`config.mk`:
```
export PLATFORM = sky130hd
export DESIGN_NAME = phase_sequencer_flat
export DESIGN_NICKNAME = d
export VERILOG_FILES = /design/src/rtl/datapath_pkg.sv /design/src/rtl/phase_sequencer_if.sv /design/src/rtl/mem_wait_timer.sv /design/src/rtl/phase_sequencer.sv /design/src/flat_wrapper.sv
export SDC_FILE = /design/constraint.sdc
export NUM_CORES = 1
export LEC_CHECK = 0
export BUFFER_PORTS_ARGS = -buffer_cell sky130_fd_sc_hd__buf_4
export CORE_ASPECT_RATIO = 2
export CORE_MARGIN = 2
export CORE_UTILIZATION = 46
export DETAILED_ROUTE_END_ITERATION = 12
export PLACE_DENSITY = 0.8
export SLEW_MARGIN = 20
export SYNTH_ARGS = -nofsm -noshare
export SYNTH_HDL_FRONTEND = slang
export SYNTH_SLANG_ARGS = --single-unit
```
`constraint.sdc`:
```
create_clock -name clk -period 2.2 [get_ports clk]
set_input_delay 0.22 -clock clk [delete_from_list [all_inputs] [get_ports clk]]
set_output_delay 0.22 -clock clk [all_outputs]
set_load 0.005 [all_outputs]
```
`src/rtl/datapath_pkg.sv`:
```
// Shared definitions for the multi-cycle datapath: phase encoding and
// small helpers used by the phase sequencer, the datapath and the bench.
package datapath_pkg;

  localparam int PHASE_W    = 3;
  localparam int NUM_PHASES = 7;

  typedef enum logic [PHASE_W-1:0] {
    PH_IDLE      = 3'd0,
    PH_FETCH     = 3'd1,
    PH_DECODE    = 3'd2,
    PH_EXECUTE   = 3'd3,
    PH_MEMORY    = 3'd4,
    PH_WRITEBACK = 3'd5,
    PH_HALTED    = 3'd6
  } phase_t;

  // Increment that sticks at all-ones instead of wrapping.
  function automatic logic [31:0] sat_inc32(input logic [31:0] v);
    return (v == 32'hFFFF_FFFF) ? v : v + 32'd1;
  endfunction

endpackage

```
`src/rtl/phase_sequencer_if.sv`:
```
// Control bundle between the phase sequencer and the datapath it times.
// The datapath side supplies decoded controls and the memory handshake;
// the sequencer returns phase strobes and status.
interface phase_sequencer_if;
  import datapath_pkg::*;

  logic        run;
  logic        halt_req;
  logic        mem_read;
  logic        mem_write;
  logic        reg_write;
  logic        mem_ready;

  logic        imem_en;
  logic        rf_read_en;
  logic        ex_en;
  logic        mem_en;
  logic        rf_write_en;
  logic        pc_we;
  phase_t      phase;
  logic        busy;
  logic        halted;
  logic        mem_error;
  logic [31:0] instr_count;

  modport master (
    output run, halt_req, mem_read, mem_write, reg_write, mem_ready,
    input  imem_en, rf_read_en, ex_en, mem_en, rf_write_en, pc_we,
    input  phase, busy, halted, mem_error, instr_count
  );

  modport slave (
    input  run, halt_req, mem_read, mem_write, reg_write, mem_ready,
    output imem_en, rf_read_en, ex_en, mem_en, rf_write_en, pc_we,
    output phase, busy, halted, mem_error, instr_count
  );

endinterface

```
`src/rtl/mem_wait_timer.sv`:
```
// Counts cycles spent waiting in the MEMORY phase. expired is high in the
// LIMIT-th enabled cycle since the last clear, so the caller can give up
// on that same cycle if the access still has not completed.
module mem_wait_timer #(
  parameter int LIMIT = 15
) (
  input  logic clk,
  input  logic reset,
  input  logic clear,
  input  logic enable,
  output logic expired
);

  localparam int CNT_W = (LIMIT < 2) ? 1 : $clog2(LIMIT + 1);
  localparam logic [CNT_W-1:0] LAST = CNT_W'(LIMIT - 1);

  logic [CNT_W-1:0] cnt;

  // Wait counter: cleared outside the wait, stops at the last value.
  always_ff @(posedge clk) begin
    if (reset || clear) begin
      cnt <= '0;
    end else if (enable && cnt != LAST) begin
      cnt <= cnt + 1'b1;
    end
  end

  assign expired = enable && (cnt >= LAST);

endmodule

```
`src/rtl/phase_sequencer.sv`:
```
// Multi-cycle phase sequencer: steps each instruction through
// FETCH/DECODE/EXECUTE/MEMORY/WRITEBACK and emits one enable per phase.
// The datapath runs entirely on clk qualified by these enables.
module phase_sequencer
  import datapath_pkg::*;
#(
  parameter int          MEM_TIMEOUT = 15,
  parameter logic [31:0] MAX_INSTR   = 32'd0
) (
  input  logic              clk,
  input  logic              reset,
  phase_sequencer_if.slave  bus
);

  phase_t      state;
  logic [31:0] instr_count;
  logic        mem_error;
  logic        mem_access;
  logic        timer_expired;
  logic [31:0] count_inc;
  logic        limit_hit;

  assign mem_access = bus.mem_read | bus.mem_write;
  assign count_inc  = sat_inc32(instr_count);
  assign limit_hit  = (MAX_INSTR != 32'd0) && (count_inc == MAX_INSTR);

  mem_wait_timer #(
    .LIMIT (MEM_TIMEOUT)
  ) u_wait (
    .clk     (clk),
    .reset   (reset),
    .clear   (state != PH_MEMORY),
    .enable  ((state == PH_MEMORY) && mem_access),
    .expired (timer_expired)
  );

  // Phase FSM plus the retired-instruction counter and sticky timeout flag.
  always_ff @(posedge clk) begin
    if (reset) begin
      state       <= PH_IDLE;
      instr_count <= 32'd0;
      mem_error   <= 1'b0;
    end else begin
      case (state)
        PH_IDLE: begin
          if (bus.run) state <= PH_FETCH;
        end
        PH_FETCH:   state <= PH_DECODE;
        PH_DECODE:  state <= PH_EXECUTE;
        PH_EXECUTE: state <= PH_MEMORY;
        PH_MEMORY: begin
          // A completing access wins over a timeout in the same cycle.
          if (!mem_access || bus.mem_ready) begin
            state <= PH_WRITEBACK;
          end else if (timer_expired) begin
            mem_error <= 1'b1;
            state     <= PH_HALTED;
          end
        end
        PH_WRITEBACK: begin
          instr_count <= count_inc;
          if (bus.halt_req || limit_hit) state <= PH_HALTED;
          else                           state <= PH_FETCH;
        end
        PH_HALTED: state <= PH_HALTED;
        default:   state <= PH_IDLE;
      endcase
    end
  end

  // Strobes decode straight from the phase register.
  assign bus.imem_en     = (state == PH_FETCH);
  assign bus.rf_read_en  = (state == PH_DECODE);
  assign bus.ex_en       = (state == PH_EXECUTE);
  assign bus.mem_en      = (state == PH_MEMORY) && mem_access;
  assign bus.rf_write_en = (state == PH_WRITEBACK) && bus.reg_write;
  assign bus.pc_we       = (state == PH_WRITEBACK);
  assign bus.phase       = state;
  assign bus.busy        = (state != PH_IDLE) && (state != PH_HALTED);
  assign bus.halted      = (state == PH_HALTED);
  assign bus.mem_error   = mem_error;
  assign bus.instr_count = instr_count;

endmodule

```
`src/flat_wrapper.sv`:
```
// flat-port wrapper written by rule: the top's interface ports become plain ports
module phase_sequencer_flat import datapath_pkg::*;
#(
  parameter int          MEM_TIMEOUT = 15,
  parameter logic [31:0] MAX_INSTR   = 32'd0
)
  (clk, reset, bus_run, bus_halt_req, bus_mem_read, bus_mem_write, bus_reg_write, bus_mem_ready, bus_imem_en, bus_rf_read_en, bus_ex_en, bus_mem_en, bus_rf_write_en, bus_pc_we, bus_phase, bus_busy, bus_halted, bus_mem_error, bus_instr_count);
  phase_sequencer_if bus_i ();
  input  logic clk;
  input  logic reset;
  input wire logic [$bits(bus_i.run)-1:0] bus_run;
  input wire logic [$bits(bus_i.halt_req)-1:0] bus_halt_req;
  input wire logic [$bits(bus_i.mem_read)-1:0] bus_mem_read;
  input wire logic [$bits(bus_i.mem_write)-1:0] bus_mem_write;
  input wire logic [$bits(bus_i.reg_write)-1:0] bus_reg_write;
  input wire logic [$bits(bus_i.mem_ready)-1:0] bus_mem_ready;
  output wire logic [$bits(bus_i.imem_en)-1:0] bus_imem_en;
  output wire logic [$bits(bus_i.rf_read_en)-1:0] bus_rf_read_en;
  output wire logic [$bits(bus_i.ex_en)-1:0] bus_ex_en;
  output wire logic [$bits(bus_i.mem_en)-1:0] bus_mem_en;
  output wire logic [$bits(bus_i.rf_write_en)-1:0] bus_rf_write_en;
  output wire logic [$bits(bus_i.pc_we)-1:0] bus_pc_we;
  output wire logic [$bits(bus_i.phase)-1:0] bus_phase;
  output wire logic [$bits(bus_i.busy)-1:0] bus_busy;
  output wire logic [$bits(bus_i.halted)-1:0] bus_halted;
  output wire logic [$bits(bus_i.mem_error)-1:0] bus_mem_error;
  output wire logic [$bits(bus_i.instr_count)-1:0] bus_instr_count;
  assign bus_i.run = bus_run;
  assign bus_i.halt_req = bus_halt_req;
  assign bus_i.mem_read = bus_mem_read;
  assign bus_i.mem_write = bus_mem_write;
  assign bus_i.reg_write = bus_reg_write;
  assign bus_i.mem_ready = bus_mem_ready;
  assign bus_imem_en = bus_i.imem_en;
  assign bus_rf_read_en = bus_i.rf_read_en;
  assign bus_ex_en = bus_i.ex_en;
  assign bus_mem_en = bus_i.mem_en;
  assign bus_rf_write_en = bus_i.rf_write_en;
  assign bus_pc_we = bus_i.pc_we;
  assign bus_phase = bus_i.phase;
  assign bus_busy = bus_i.busy;
  assign bus_halted = bus_i.halted;
  assign bus_mem_error = bus_i.mem_error;
  assign bus_instr_count = bus_i.instr_count;
  phase_sequencer #(.MEM_TIMEOUT(MEM_TIMEOUT), .MAX_INSTR(MAX_INSTR)) u_core (.clk(clk), .reset(reset), .bus(bus_i));
endmodule
```
# After elaboration in Yosys (flattened, before gate mapping)
# Cells that the tools add are included.
# totals
ram_bits	0
n_memories	0
latch_bits	0
output_inout_bits	44
reg_bits	40
elab_cells	40
romBits	0
in_bits	8
# classes
shift	0
n_eq_ne	12
n_mux	5
div	0
magnitude_cmp	1
bitwise	3
addsub	2
n_mul	0
reduce_logical	13
# op_table
operator	count
32-bit by 1-bit adder with 32-bit output (second input constant)	1
32-bit equality test (second input constant)	1
3-bit case mux with 7 select lines	1
3-bit 2-to-1 mux	4
3-bit equality test (second input constant)	3
3-bit by 2-bit equality test with 1-bit output (second input constant)	2
3-bit inequality test (second input constant)	2
1-bit logical AND	5
4-bit by 1-bit adder with 4-bit output (second input constant)	1
4-bit greater-or-equal comparator (second input constant)	1
4-bit inequality test (second input constant)	1
2-bit AND reduction	2
3-bit by 1-bit equality test with 1-bit output (second input constant)	1
3-bit zero test	1
3-bit by 1-bit inequality test with 1-bit output (second input constant)	1
3-bit AND reduction	1
3-bit nonzero test	1
1-bit logical OR	2
2-bit inequality test (second input constant)	1
1-bit NOT	2
1-bit zero test	1
1-bit bitwise OR	1

# Logic depth before layout (Yosys ltp)
# logic_depth
ltp_word	6
depth_mapped	7
depth_no_buf	6

# Modules after synthesis
# Synthesis repeated with hierarchy kept, for this count alone.
# unflattened
hier_cells	258
hier_area_um2	2207.1
# by_module_without_submodules
module	n_inst	cells_each	seq_area_each_um2	area_per_inst_um2
phase_sequencer	1	235	720.7	1989.4
mem_wait_timer	1	23	80.1	217.7

# Worst setup path after synthesis
# Ideal clock, no wire load.
# synth_timing
path_kind	reg-to-reg
from	reg u_core.instr_count[9], in the netlist u_core.bus.instr_count[9]
to	reg u_core.instr_count[29], in the netlist u_core.bus.instr_count[29]
path_stages_with_launch	7
t_arrival_ns	2.044
setup_ns	0.071
n_path_buf	1
setup_slack_ns	0.085
synth_period_minus_slack_ns	2.115
required_time_ns	2.129
path_cell_list	dfxtp_1 nand4_2 or4_1 buf_2 or3_4 or3_1 a21oi_1
# synth_via
elab_chain_len	3
word_cells_on_any_way	4
cone_classes	add/sub (1); eq/ne (1); bitwise (1); reduce/logical (1)
# synth_lines
element	line_no	source
start, declared	phase_sequencer.sv:16	logic [31:0] instr_count;
start signal, assigned	phase_sequencer.sv:61	instr_count <= count_inc;
branches (longest 3 deep; another with 32-bit by 1-bit adder with 32-bit output)	--	
# Parallel ways; which one is timed is not known.
# A chain may end at the register's enable or synchronous reset.

# Worst setup path in the final report
# layout_timing
from	reg u_core.instr_count[15], in the netlist u_core.bus.instr_count[15]
to	reg u_core.instr_count[29], in the netlist u_core.bus.instr_count[29]
# Same word-level chain as after synthesis.

==> summary.md <==
| Metric | Value |
|---|---|
| Clk sink count | 40 |
| Post-synthesis async set-or-reset flop share | 0% |
| Largest net degree at the start of global routing | 36 |
| Global-route wire length before repair | 8459 µm |
| Worst setup SP type | register |
| Max clock buf depth | 2 |
| Slowest CP cell | or4_1 |
| Routability Congestion | 0.8085 |
| GRT overflow | 0 |
| CTS Hold Bufs | 0 |
| Final slew viol count | 0 |
| 1st-iter DRT viols | 43 |
| Synth Cell Area | 0.002063 mm² |
| Hold Path End | u_core.bus.mem_error$_SDFFE_PP0P_ |
| Hold_sp | bus_mem_ready |
| Post-synth EDFFs | 0 |
| Aggregate global-route resource usage | 21.48% |
| Final period demand of the worst path | 2060 ps |
| Die Wd | 51.36 µm |
| Setup TNS | 0 ps |
| Fin nets | 329 |
| Unrepaired setup endpoints after global routing | no |
| Root Driver | clkbuf_8 |
| Antenna Nets Post-Route | 0 |
| Mapped Nets | 259 |
| Worst skew pair latency | 290 ps |
| # fillers | 409 |
| Synth Flop Type | dfxtp_1 |
| Number of iterations in the first detailed-routing pass | 4 |
| Hold Path Stages | 4 |
| CP max stage delay | 560 ps |
| Final cell count without fillers | 373 |
| Wire per inst | 13.91 µm |
| Cts repair resizes | 0 |
| Worst min path class | in -> reg |
| Cell count after synthesis | 248 |
| Status | finished clean |
| Post-DP HPWL | 4013 µm |
| Die Area | 0.005069 mm² |
| PD cells | 485.3 mW/mm² |
| Critical Path End Type | register |
| Core area | 0.004339 mm² |
| Detailed Route WL | 5190 µm |
| Final setup fails | 0 |
| Worst-path cell chain | nand4_1, or4_1, or3_4, or3_1, a21oi_1 |
| Reg-to-reg startpoint | u_core.bus.instr_count[15]$_SDFFE_PP0P_ |
| Rel. slew slack | 70.36% |
| Peak supply drop | 487.2 µV |
| Area Growth Syn to Fin | 32.99% |
| DRC errors left | 0 |
| Worst Path Required | 2430 ps |
| DP Cell Count | 365 |
| Ant diodes | 0 |
| P_leak | 0.001086 µW |
| Commonest non-fill, non-tap cell in the layout | buf_4 |
| Final setup margin | 140.2 ps |
| Synth unique cells | 44 |
| Row cnt | 34 |
| Setup Skew | 7.841 ps |
| Final Hold Vio Count | 0 |
| Tcrit/Tclk final | 93.63% |
| Max Cap Viol | 0 |
| Post-DR vias/cell | 5.528 |
| Crit Path Class | reg -> reg |
| Most frequent cells in the layout | buf_4, nor2_1, dfxtp_1, xnor2_1, nand2_1 |
| Syn Area/Cell | 8.319 µm² |
| F_max | 485.5 MHz |
| Worst-path fanout max | 4 |
| Vias in the first global route | 1965 |
| Initial antenna violation count | 0 |
| Worst EP arrival | 2290 ps |
| Layout cell share with drive strength beyond 1 | 28.84% |
| Number of synthesis warnings | 0 |
| Initial Util | 47.55% |
| H-tree Lvls | 2 |
| I/O Pins | 52 |
| Post-synthesis sequential area ratio | 38.81% |
| Crit path from | u_core.bus.instr_count[15]$_SDFFE_PP0P_ |
| Synthesis-stage register bit count | 40 |
| Total number of vias | 2062 |
| End-of-flow core utilization | 63.24% |
| R2r worst-path depth | 5 |
| Place WS | 139.9 ps |
| R2R Path End | u_core.bus.instr_count[29]$_SDFFE_PP0P_ |
| Total CTS buffers | 5 |
| Clock Pin Slew Worst Setup and Hold Paths | 80 ps |
| Reg2reg setup slack | 140 ps |
| CTS tree | built |
| Post-CTS setup repair buffer count | 0 |
| Die Y | 98.71 µm |
| IO Port Bufs | 51 |
| Worst Tran Pin Value | 440.5 ps |
-- layer usage --
metal | vias up | routed length (µm) | GRT usage, %
met2 | 43 | 2915 | 41.06
met5 | - | 0 | 0
met3 | 8 | 186 | 4.545
met1 | 990 | 1997 | 21.22
met4 | 0 | 90 | 8.907
li1 | 1021 | - | -
-- power breakdown --
part	leakage [µW]	switching [µW]	internal (µW)
combinational	0.000718	49.5	48.1
clock	0.0000455	246	256
sequential	0.000322	3.31	729
total	0.00109	299	1030
-- critical path: cells and delay by family (launching register included) --
kind               cells  cell delay, ps
and+or+nand+nor        4            1480
DFF                    1             380
AOI/OAI and AO/OA      1             130
-- synth_stat cells (all sizes together), types with 2 or more instances --
library cell  number  share of area, %
nor2              41               7.5
or4                4               1.5
nand3b             2              0.91
inv               11               2.0
clkbuf            10               1.8
ha                 3               1.8
nand3             10               2.4
dfxtp             40                39
buf                2              0.49
a211oi            13               4.7
xnor2             23               9.8
o21ai              5               1.2
xor2               6               2.5
nor4               8               2.7
a21oi             12               2.9
nand4             11               3.9
and2               2              0.61
and4               5               2.2
or3                4               1.5
nand2             14               2.5
nor3               3              0.73
a21o               2              0.73
-- cell families after synthesis --
logic type / count (synthesis) / synth area share (%)
AND/OR/NAND/NOR: 111 / 29.11
AO/OA/AOI/OAI: 41 / 13.16
flip-flops: 40 / 38.81
XOR/XNOR: 29 / 12.31
buffers and inverters: 23 / 4.306
adder cells (fa/ha/maj): 3 / 1.819
multiplexers: 1 / 0.4852
-- worst max-delay path by stage --
stage	depth (start not counted)	endpoint
floorplan	6	u_core.bus.instr_count[29]$_SDFFE_PP0P_
global placement	5	u_core.bus.instr_count[29]$_SDFFE_PP0P_
detailed placement	5	u_core.bus.instr_count[29]$_SDFFE_PP0P_
CTS	5	u_core.bus.instr_count[29]$_SDFFE_PP0P_
global route	6	u_core.bus.instr_count[18]$_SDFFE_PP0P_
finish	5	u_core.bus.instr_count[29]$_SDFFE_PP0P_
-- area by class of cell --
type	count	area, µm²	share of cell area, %
Multi-Input combinational cell	185	1181	43.05
Sequential cell	40	800.8	29.18
Timing Repair Buffer	75	563.0	20.52
Clock buffer	8	90.09	3.283
Tap cell	54	67.56	2.462
Inverter	11	41.29	1.505
-- sequential cells by signal, summed over array words and instances (netlist names) --
| signal | flops |
|---|---|
| u_core.bus.instr_count | 32 |
| u_core.bus.phase | 3 |
| u_core.u_wait.cnt | 4 |
| u_core.bus.mem_error | 1 |
-- stage by stage --
| stage | hold slack (ps) | power [µW] | instance area, µm² |
|---|---|---|---|
| floorplan | 456.1 | 800.7 | 2063 |
| global placement | 461.2 | 844.5 | 2653 |
| global route | 300.0 | 1376 | 2744 |
| detailed placement | 477.8 | 847.1 | 2653 |
| finish | 279.9 | 1332 | 2744 |
| CTS | 271.1 | 1343 | 2743 |
Note: power is estimated with default switching activity, not from simulation.
